**src/rtl/adder_bist_pkg.sv**
```systemverilog
// Shared types and helpers for the adder built-in self-test engine.
// Holds the FSM state encoding, the default vector width and the golden add.
// Everything here is combinational or declarative; no storage.
package adder_bist_pkg;

  typedef enum logic [1:0] {
    IDLE  = 2'd0,
    APPLY = 2'd1,
    CHECK = 2'd2,
    DONE  = 2'd3
  } state_t;

  // Default operand width and the matching {a,b,cin} vector width.
  localparam int W_DEF = 4;
  localparam int VEC_W = 2 * W_DEF + 1;

  // Widest operand the golden add supports; callers zero-extend into it.
  localparam int GOLD_W = 16;

  // Full-precision reference add: result is one bit wider than the operands.
  function automatic logic [GOLD_W:0] golden_add(input logic [GOLD_W-1:0] a,
                                                 input logic [GOLD_W-1:0] b,
                                                 input logic              cin);
    return {1'b0, a} + {1'b0, b} + {{GOLD_W{1'b0}}, cin};
  endfunction

endpackage

```
**src/rtl/adder_bist_engine_golden.sv**
```systemverilog
// Combinational W-bit reference adder producing {carry_out, sum}.
// Latency: zero cycles (pure combinational).
// No flow control; the result tracks the operands continuously.
module adder_golden_model
  import adder_bist_pkg::*;
#(
  parameter int W = 4
) (
  input  logic [W-1:0] a_i,
  input  logic [W-1:0] b_i,
  input  logic         cin_i,
  output logic [W:0]   sum_o
);

  // Zero-extend into the package add, keep the W+1 meaningful result bits.
  assign sum_o = (W+1)'(golden_add(GOLD_W'(a_i), GOLD_W'(b_i), cin_i));

endmodule

```
**src/rtl/adder_bist_engine.sv**
```systemverilog
// Exhaustive {a,b,cin} sweep of an external W-bit adder with on-chip compare.
// Each vector is held SETTLE cycles then sampled once: SETTLE+1 cycles per vector.
// start is honoured only in IDLE or DONE; a pulse during a sweep is dropped.
module adder_bist_engine
  import adder_bist_pkg::*;
#(
  parameter int W      = W_DEF,
  parameter int SETTLE = 1,
  parameter int ERR_W  = 10
) (
  input  logic             clk,
  input  logic             rst,
  input  logic             start,
  output logic [W-1:0]     dut_a,
  output logic [W-1:0]     dut_b,
  output logic             dut_cin,
  input  logic [W-1:0]     dut_sum,
  input  logic             dut_cout,
  output logic             busy,
  output logic             done,
  output logic             pass,
  output logic [ERR_W-1:0] err_count,
  output logic             fail_valid,
  output logic [2*W:0]     first_fail_vec
);

  localparam int             VW          = 2 * W + 1;
  localparam logic [3:0]     SETTLE_LOAD = 4'(SETTLE - 1);
  localparam logic [VW-1:0]  VEC_LAST    = '1;
  localparam logic [ERR_W-1:0] ERR_MAX   = '1;

  state_t            state_q, state_d;
  logic [VW-1:0]     vec_q, vec_d;
  logic [3:0]        settle_q, settle_d;
  logic [ERR_W-1:0]  err_q, err_d;
  logic              fail_vld_q, fail_vld_d;
  logic [VW-1:0]     ffv_q, ffv_d;
  logic              busy_q, busy_d;
  logic              done_q, done_d;
  logic              pass_q, pass_d;

  logic [W:0]        golden_sum;
  logic              mismatch;

  // The vector register feeds the adder directly, so the operands only move
  // when vec_q is reloaded, which happens only on entry to APPLY.
  assign dut_a          = vec_q[VW-1 -: W];
  assign dut_b          = vec_q[W:1];
  assign dut_cin        = vec_q[0];
  assign busy           = busy_q;
  assign done           = done_q;
  assign pass           = pass_q;
  assign err_count      = err_q;
  assign fail_valid     = fail_vld_q;
  assign first_fail_vec = ffv_q;

  adder_golden_model #(.W(W)) u_golden (
    .a_i   (vec_q[VW-1 -: W]),
    .b_i   (vec_q[W:1]),
    .cin_i (vec_q[0]),
    .sum_o (golden_sum)
  );

  assign mismatch = ({dut_cout, dut_sum} != golden_sum);

  // State and result registers; reset drops everything to zero and IDLE.
  always_ff @(posedge clk or posedge rst) begin
    if (rst) begin
      state_q    <= IDLE;
      vec_q      <= '0;
      settle_q   <= '0;
      err_q      <= '0;
      fail_vld_q <= 1'b0;
      ffv_q      <= '0;
      busy_q     <= 1'b0;
      done_q     <= 1'b0;
      pass_q     <= 1'b0;
    end else begin
      state_q    <= state_d;
      vec_q      <= vec_d;
      settle_q   <= settle_d;
      err_q      <= err_d;
      fail_vld_q <= fail_vld_d;
      ffv_q      <= ffv_d;
      busy_q     <= busy_d;
      done_q     <= done_d;
      pass_q     <= pass_d;
    end
  end

  // Next-state logic: sweep sequencing, settle countdown, compare and capture.
  always_comb begin
    state_d    = state_q;
    vec_d      = vec_q;
    settle_d   = settle_q;
    err_d      = err_q;
    fail_vld_d = fail_vld_q;
    ffv_d      = ffv_q;
    busy_d     = busy_q;
    done_d     = done_q;
    pass_d     = pass_q;

    case (state_q)
      IDLE, DONE: begin
        if (start) begin
          state_d    = APPLY;
          vec_d      = '0;
          settle_d   = SETTLE_LOAD;
          err_d      = '0;
          fail_vld_d = 1'b0;
          ffv_d      = '0;
          busy_d     = 1'b1;
          done_d     = 1'b0;
          pass_d     = 1'b0;
        end
      end
      APPLY: begin
        if (settle_q == 4'd0) begin
          state_d = CHECK;
        end else begin
          settle_d = settle_q - 4'd1;
        end
      end
      CHECK: begin
        if (mismatch) begin
          // Saturate rather than wrap so a huge fault count never reads as pass.
          if (err_q != ERR_MAX) begin
            err_d = err_q + 1'b1;
          end
          if (!fail_vld_q) begin
            fail_vld_d = 1'b1;
            ffv_d      = vec_q;
          end
        end
        // Terminal vector is detected by value so the counter never wraps.
        if (vec_q == VEC_LAST) begin
          state_d = DONE;
          busy_d  = 1'b0;
          done_d  = 1'b1;
          pass_d  = (err_d == '0);
        end else begin
          state_d  = APPLY;
          vec_d    = vec_q + 1'b1;
          settle_d = SETTLE_LOAD;
        end
      end
      default: begin
        state_d = IDLE;
      end
    endcase
  end

endmodule

```
**config.mk**
```make
export PLATFORM = sky130hd
export DESIGN_NAME = adder_bist_engine
export DESIGN_NICKNAME = d
export VERILOG_FILES = /design/src/rtl/adder_bist_pkg.sv /design/src/rtl/adder_bist_engine_golden.sv /design/src/rtl/adder_bist_engine.sv
export SDC_FILE = /design/constraint.sdc
export NUM_CORES = 1
export LEC_CHECK = 0
export ABC_AREA = 1
export BUFFER_PORTS_ARGS = -buffer_cell sky130_fd_sc_hd__buf_2
export CAP_MARGIN = 20
export CORE_AREA = 10 10 64 106
export DETAILED_ROUTE_END_ITERATION = 6
export DIE_AREA = 0 0 74 116
export GPL_TIMING_DRIVEN = 0
export PLACE_DENSITY_LB_ADDON = 0.2
export SYNTH_ARGS = -nofsm -noshare
export SYNTH_HDL_FRONTEND = slang
export SYNTH_SLANG_ARGS = --single-unit
```
**constraint.sdc**
```tcl
create_clock -name clk -period 2.5 [get_ports clk]
set_input_delay 0.375 -clock clk [delete_from_list [all_inputs] [get_ports clk]]
set_output_delay 0.375 -clock clk [all_outputs]
set_load 0.02 [all_outputs]
```
==> results.yml, run 1 <==
global_routing:
  grt_pass1_wl_um: 10900
  grt_overflow_total: 0
  grtUsageTotal_pct: 15.6
  antenna_found_initial: 0
  first_global_vias: 2399
  grt_max_degree: 39
worst_setup_path:
  worst_setup_path_start_kind: "flop"
  r2r_cells: 16
  cp_max_fo: 5
  reg2reg_slack_ps: -180
  crit_slowest_cell: "fa_1"
  endpoint_kind: "flop"
  cp-endpoint: "pass$_DFFE_PP0P_"
  path_common_cell: "nand2_1"
  rr_endpoint: "pass$_DFFE_PP0P_"
  worstSetupPathType: "flop to flop"
  crit_arrival_ps: 2910
  crit_path_cell_trace: "inv_4 > fa_2 > inv_2 > fa_1 > xnor2_2 > nand2_2 > nor2_8 > nand3_4 > buf_4 > nand2_1 > nand2_1 > nor2_2 > nand2_2 > nor2_2 > nand2_1 > nand2_1"
  required_ps: 2740
  timing.rr.start: "vec_q[0]$_DFFE_PP0P_"
  cp-startpoint: "vec_q[0]$_DFFE_PP0P_"
  max_stage_delay_ps: 450
outcome:
  status: "finished with violations"
  violations: "negative setup slack"
placement:
  gp_congestion: 0.897
  hpwlAfterDp_um: 4710
  placed_cell_area_um2: 2720
  numPortBuffers: 39
routing:
  drt_iter0_drc: 137
  drt_first_pass_iters: 4
  drc: 0
  vias: 2379
  detail_route.vias_per_cell: 5.39
  drtAntennaViolNets: 0
  drt_wl_total_um: 6430
  wire_per_inst_um: 14.6
flow_run:
  cap_violations: 0
pwr:
  power_density_nw_per_um2: 770
  power_w: 0.00238
  ir_drop_v: 0.000721
  leakage_nw: 1.59
sta:
  setup_tns_ps: -288
  period_needed_ps: 2680
  rsz0062_at_grt: "yes"
  max_slew_margin_pct: 44.9
  setup_viol: 5
  period_share_pct: 107
  final.setup.worst_slack_ps: -178
  fmax_ghz: 0.373
  clock-skew-final_ps: 4.42
  holdWs_ps: 238
  hold_viol_final: 0
  worst_pin_slew_ps: 825
  slew_viol_final: 0
synthesis:
  synth_seq_cells: 38
  synth_area_per_cell_um2: 7.55
  netlist_area_um2: 2450
  seq_area_frac_synth_pct: 38.7
  synth_top_area_share_pct: 38.7
  synth_cell_types: 34
  async_flop_share_pct: 100
  ys_warn_count: 0
  synth_area_leaders: "dfrtp_1 (39%), nand2_1 (13%), inv_1 (7.8%), ha_1 (5.6%), o21ai_0 (4.9%)"
  synthCells: 325
  ys.flop_type: "dfrtp_1"
  synth_nets: 346
  synth_edf_count: 0
  synth_area_leader_cell: "dfrtp_1"
final_layout:
  multi_input_area_um2: 1400
  final_common_cell: "nand2_1"
  diodes: 0
  drive_above_1_share_pct: 31.8
  final_cell_mix: "nand2_1 (71), inv_1 (46), buf_2 (40), dfrtp_1 (35), nand3_1 (19)"
  area_growth_pct: 25.7
  fillers: 456
  fin_area_um2: 3090
  nNetsFinal: 407
  seq_area_um2: 955
floorplan:
  dieArea_um2: 8580
  die_w_um: 74
  die-height_um: 116
  boundaryPins: 40
  floorplan.initialDensity_pct: 49.3
  coreArea_um2: 4980
  row_count: 34
cts:
  h-tree-depth: 2
  cts.clk_slew.worst_paths_ps: 80
  tritoncts: "yes"
  clk_latency_ps: 290
  clk_path_buf_depth: 2
  cts_buffers: 5
  cts_hold_buf: 0
  cts-root-buf: "clkbuf_8"
  cts.sinks: 38
worst_hold_path:
  worstHoldPathType: "input port to async pin"
-- registers in the layout, summed over array words and instances, names as in the netlist --
name,cells
busy,1
settle_q,4
err_count,10
vec_q,9
fail_valid,1
state_q,2
pass,1
done,1
first_fail_vec,9
-- worst min-delay path by stage --
stage               cells past startpoint                    start  slack (ps)                       endpoint
floorplan                               1  settle_q[0]$_DFFE_PP0P_         460        settle_q[0]$_DFFE_PP0P_
global route                            2                      rst         300  first_fail_vec[1]$_DFFE_PP0P_
detailed placement                      1  settle_q[0]$_DFFE_PP0P_         490        settle_q[0]$_DFFE_PP0P_
CTS                                     2                      rst         270  first_fail_vec[1]$_DFFE_PP0P_
global placement                        1  settle_q[0]$_DFFE_PP0P_         480        settle_q[0]$_DFFE_PP0P_
finish                                  2                      rst         240  first_fail_vec[1]$_DFFE_PP0P_
-- final cells by class --
cell class	count	share of cell area, %
Sequential cell	38	30.9
Timing Repair Buffer	54	10.3
Multi-Input combinational cell	226	45.3
Inverter	57	7.17
Tap cell	54	2.19
Buffer	4	1.01
Clock inverter	2	0.405
Clock buffer	6	2.68
-- Yosys cell counts, types with 3 or more instances --
master	instances
nand2_1	86
inv_1	51
dfrtp_1	38
o21ai_0	24
nand3_1	20
nor2_1	20
ha_1	11
nand4_1	11
o22ai_1	10
a21oi_1	9
xor2_1	7
nor3_1	4
inv_2	3
nand2_2	3
o21ai_1	3
-- critical path: cells and delay by family, from the launching register on --
kind | cells | cell delay [ps]
buffers and inverters | 3 | 300
XOR/XNOR | 1 | 150
flip-flops | 1 | 400
adder cells (fa/ha/maj) | 2 | 860
AND/OR/NAND/NOR | 10 | 920
-- kinds of logic after synthesis --
| family | Yosys count | synth area share (%) |
|---|---|---|
| and+or+nand+nor | 155 | 29.9 |
| DFF | 38 | 38.7 |
| xor gates and xnor gates | 9 | 3.21 |
| AOI/OAI and AO/OA | 49 | 11.0 |
| adders and majority gates | 13 | 7.24 |
| buffers and inverters | 61 | 9.94 |
-- what timing repair did --
action	CTS	global route
setup buffers	7	6
pin swaps	5	16
gates cloned	2	0
setup endpoints to repair	18	19
gates resized for setup	7	43
-- per-layer routing --
metal | GRT usage (%) | share of wire, % | vias to the layer above
met1 | 15.8 | 38 | 1144
met4 | 6.62 | 2.2 | 0
li1 | - | - | 1165
met5 | 0 | 0 | -
met2 | 28.8 | 55 | 57
met3 | 3.60 | 4.6 | 13
-- report_power, final --
part	switching, W	internal [W]
clock	0.000232	0.000222
sequential	0.0000781	0.000700
combinational	0.000740	0.000404
-- stage by stage --
stage | instances | setup WS (ps) | utilization [%]
after floorplan | 325 | 5.64 | -
after global placement | 418 | -261 | 54.7
after detailed placement | 418 | -282 | 54.7
after CTS | 435 | -165 | 58.3
after global routing | 441 | -303 | 62.0
final | 441 | -178 | 62.0
Note: power is estimated with default switching activity, not from simulation.
==> run 2, diff against run 1 <==
--- a/config.mk
+++ b/config.mk
@@ -8,9 +8,9 @@
 export ABC_AREA = 1
 export BUFFER_PORTS_ARGS = -buffer_cell sky130_fd_sc_hd__buf_2
 export CAP_MARGIN = 20
-export CORE_AREA = 10 10 64 106
+export CORE_AREA = 2 2 56 98
 export DETAILED_ROUTE_END_ITERATION = 6
-export DIE_AREA = 0 0 74 116
+export DIE_AREA = 0 0 58 100
 export GPL_TIMING_DRIVEN = 0
 export PLACE_DENSITY_LB_ADDON = 0.2
 export SYNTH_ARGS = -nofsm -noshare
==> results.yml, run 2 (synthesis results as in run 1) <==
placement:
  numPortBuffers: 39
  hpwlAfterDp_um: 4480
  dpl_worst_slack_ps: -255
  gp_congestion: 0.904
global_routing:
  grt_max_degree: 39
  antenna_found_initial: 0
  grt_pass1_wl_um: 10200
  grt_overflow_total: 0
  first_global_vias: 2257
  grtUsageTotal_pct: 22.7
floorplan:
  boundaryPins: 40
  dieArea_um2: 5800
  die-height_um: 100
  row_count: 35
  coreArea_um2: 5080
  die_w_um: 58
  floorplan.initialDensity_pct: 48.3
worst_setup_path:
  required_ps: 2700
  worst_setup_path_start_kind: "flop"
  endpoint_kind: "flop"
  cp_max_fo: 6
  crit_path_cell_trace: "inv_4 > fa_2 > inv_2 > fa_1 > xnor2_1 > nand2_2 > nor2_8 > nand3_4 > buf_4 > o21ai_4 > a21oi_4 > buf_6 > nand3_1 > o21ai_1"
  worstSetupPathType: "flop to flop"
  max_stage_delay_ps: 430
  crit_slowest_cell: "fa_1"
  r2r_cells: 14
  crit_arrival_ps: 2800
cts:
  cts.clk_slew.worst_paths_ps: 90
  clk_latency_ps: 300
  cts_buffers: 5
  cts.sinks: 38
  tritoncts: "yes"
  cts-root-buf: "clkbuf_8"
  h-tree-depth: 2
  clk_path_buf_depth: 2
pwr:
  ir_drop_v: 0.000626
  power_density_nw_per_um2: 771
  leakage_nw: 1.58
sta:
  max_slew_margin_pct: 44.0
  fmax_ghz: 0.383
  setup_viol: 10
  slew_viol_final: 0
  period_needed_ps: 2610
  period_share_pct: 104
  rsz0062_at_grt: "yes"
  hold_viol_final: 0
  worst_pin_slew_ps: 839
  final.setup.worst_slack_ps: -109
  clock-skew-final_ps: 12.3
  holdWs_ps: 243
final_layout:
  fillers: 482
  drive_above_1_share_pct: 28.7
  final_cell_mix: "nand2_1 (80), inv_1 (46), buf_2 (41), dfrtp_1 (35), o21ai_0 (21)"
  final_common_cell: "nand2_1"
  area_growth_pct: 24.5
  seq_area_um2: 955
  diodes: 0
  largest_reg_flops: 10
  multi_input_area_um2: 1350
  nNetsFinal: 410
flow_run:
  cap_violations: 0
routing:
  drt_wl_total_um: 6320
  vias: 2365
  wire_per_inst_um: 14.2
  drc: 0
  drt_first_pass_iters: 4
  detail_route.vias_per_cell: 5.31
  drtAntennaViolNets: 0
  drt_iter0_drc: 78
outcome:
  status: "finished with violations"
  violations: "negative setup slack"
worst_hold_path:
  worstHoldPathType: "input port to async pin"
==> run 2: cell types whose count changed in the layout (fill, tap and decap cells not counted), moves of 2 or more <==
cell,previous run,this run
buf_6,5,3
nand2_2,16,7
o21ai_2,3,1
buf_4,12,16
nand2_1,71,80
o21ai_1,7,5
o21ai_0,17,21
==> run 2: worst max-delay path, delay by kind of cell, from the launching register on <==
| family | cells | cell delay, ps |
|---|---|---|
| AOI/OAI and AO/OA | 3 | 270 |
| DFF | 1 | 390 |
| adders and majority gates | 2 | 830 |
| and+or+nand+nor | 4 | 380 |
| xor gates and xnor gates | 1 | 170 |
| buffers and inverters | 4 | 450 |
==> run 2: worst paths after layout <==
path / start / end / slack, ps
min in group clk: settle_q[0]$_DFFE_PP0P_ / settle_q[0]$_DFFE_PP0P_ / 500
worst max register to register: vec_q[0]$_DFFE_PP0P_ / first_fail_vec[4]$_DFFE_PP0P_ / -110
worst min register to register: settle_q[0]$_DFFE_PP0P_ / settle_q[0]$_DFFE_PP0P_ / 500
worst max-delay path: vec_q[0]$_DFFE_PP0P_ / first_fail_vec[4]$_DFFE_PP0P_ / -110
max in group asynchronous: rst / vec_q[5]$_DFFE_PP0P_ / 1660
worst min-delay path: rst / err_count[8]$_DFFE_PP0P_ / 240
==> run 2: cell type report <==
class	instances	share of cell area, %
buffer	4	1.02
multi-input combinational	226	44.3
clock buffer	6	2.70
clock inverter	2	0.410
tap	55	2.25
sequential	38	31.2
inverter	57	7.25
timing repair buffer	57	10.9
==> run 2: timing repair <==
action	CTS	global route
setup buffers	11	5
hold buffers	0	0
pin swaps	4	10
gates cloned	2	0
endpoints found under the setup margin	18	19
resized for setup	9	20
==> run 2: routing by layer <==
metal	track usage (%)	up-vias	part of all wire [%]
met4	8.77	0	2.1
met5	0	-	0
met1	25.2	1120	40
met2	42.5	59	55
li1	-	1175	-
met3	2.96	11	3.7
==> run 2: power by group <==
part / switching (W) / leakage (nW) / internal [W] / total [W]
registers: 0.0000766 / 0.515 / 0.000700 / 0.000777
logic: 0.000717 / 1.02 / 0.000401 / 0.00112
clock network: 0.000240 / 0.0472 / 0.000222 / 0.000462
==> run 2: per-stage QoR <==
| step | cell area [um^2] | util, % | setup TNS [ps] | total power [W] | cells |
|---|---|---|---|---|---|
| finish | 3060 | 60.1 | -549 | 0.00236 | 445 |
| global route | 3060 | 60.1 | -2040 | 0.00252 | 445 |
| CTS | 2940 | 57.8 | -128 | 0.00228 | 440 |
| detailed placement | 2730 | 53.6 | -2220 | 0.00174 | 419 |
| global placement | 2730 | 53.6 | -2070 | 0.00172 | 419 |
| floorplan | 2460 | - | 0 | 0.00149 | 325 |
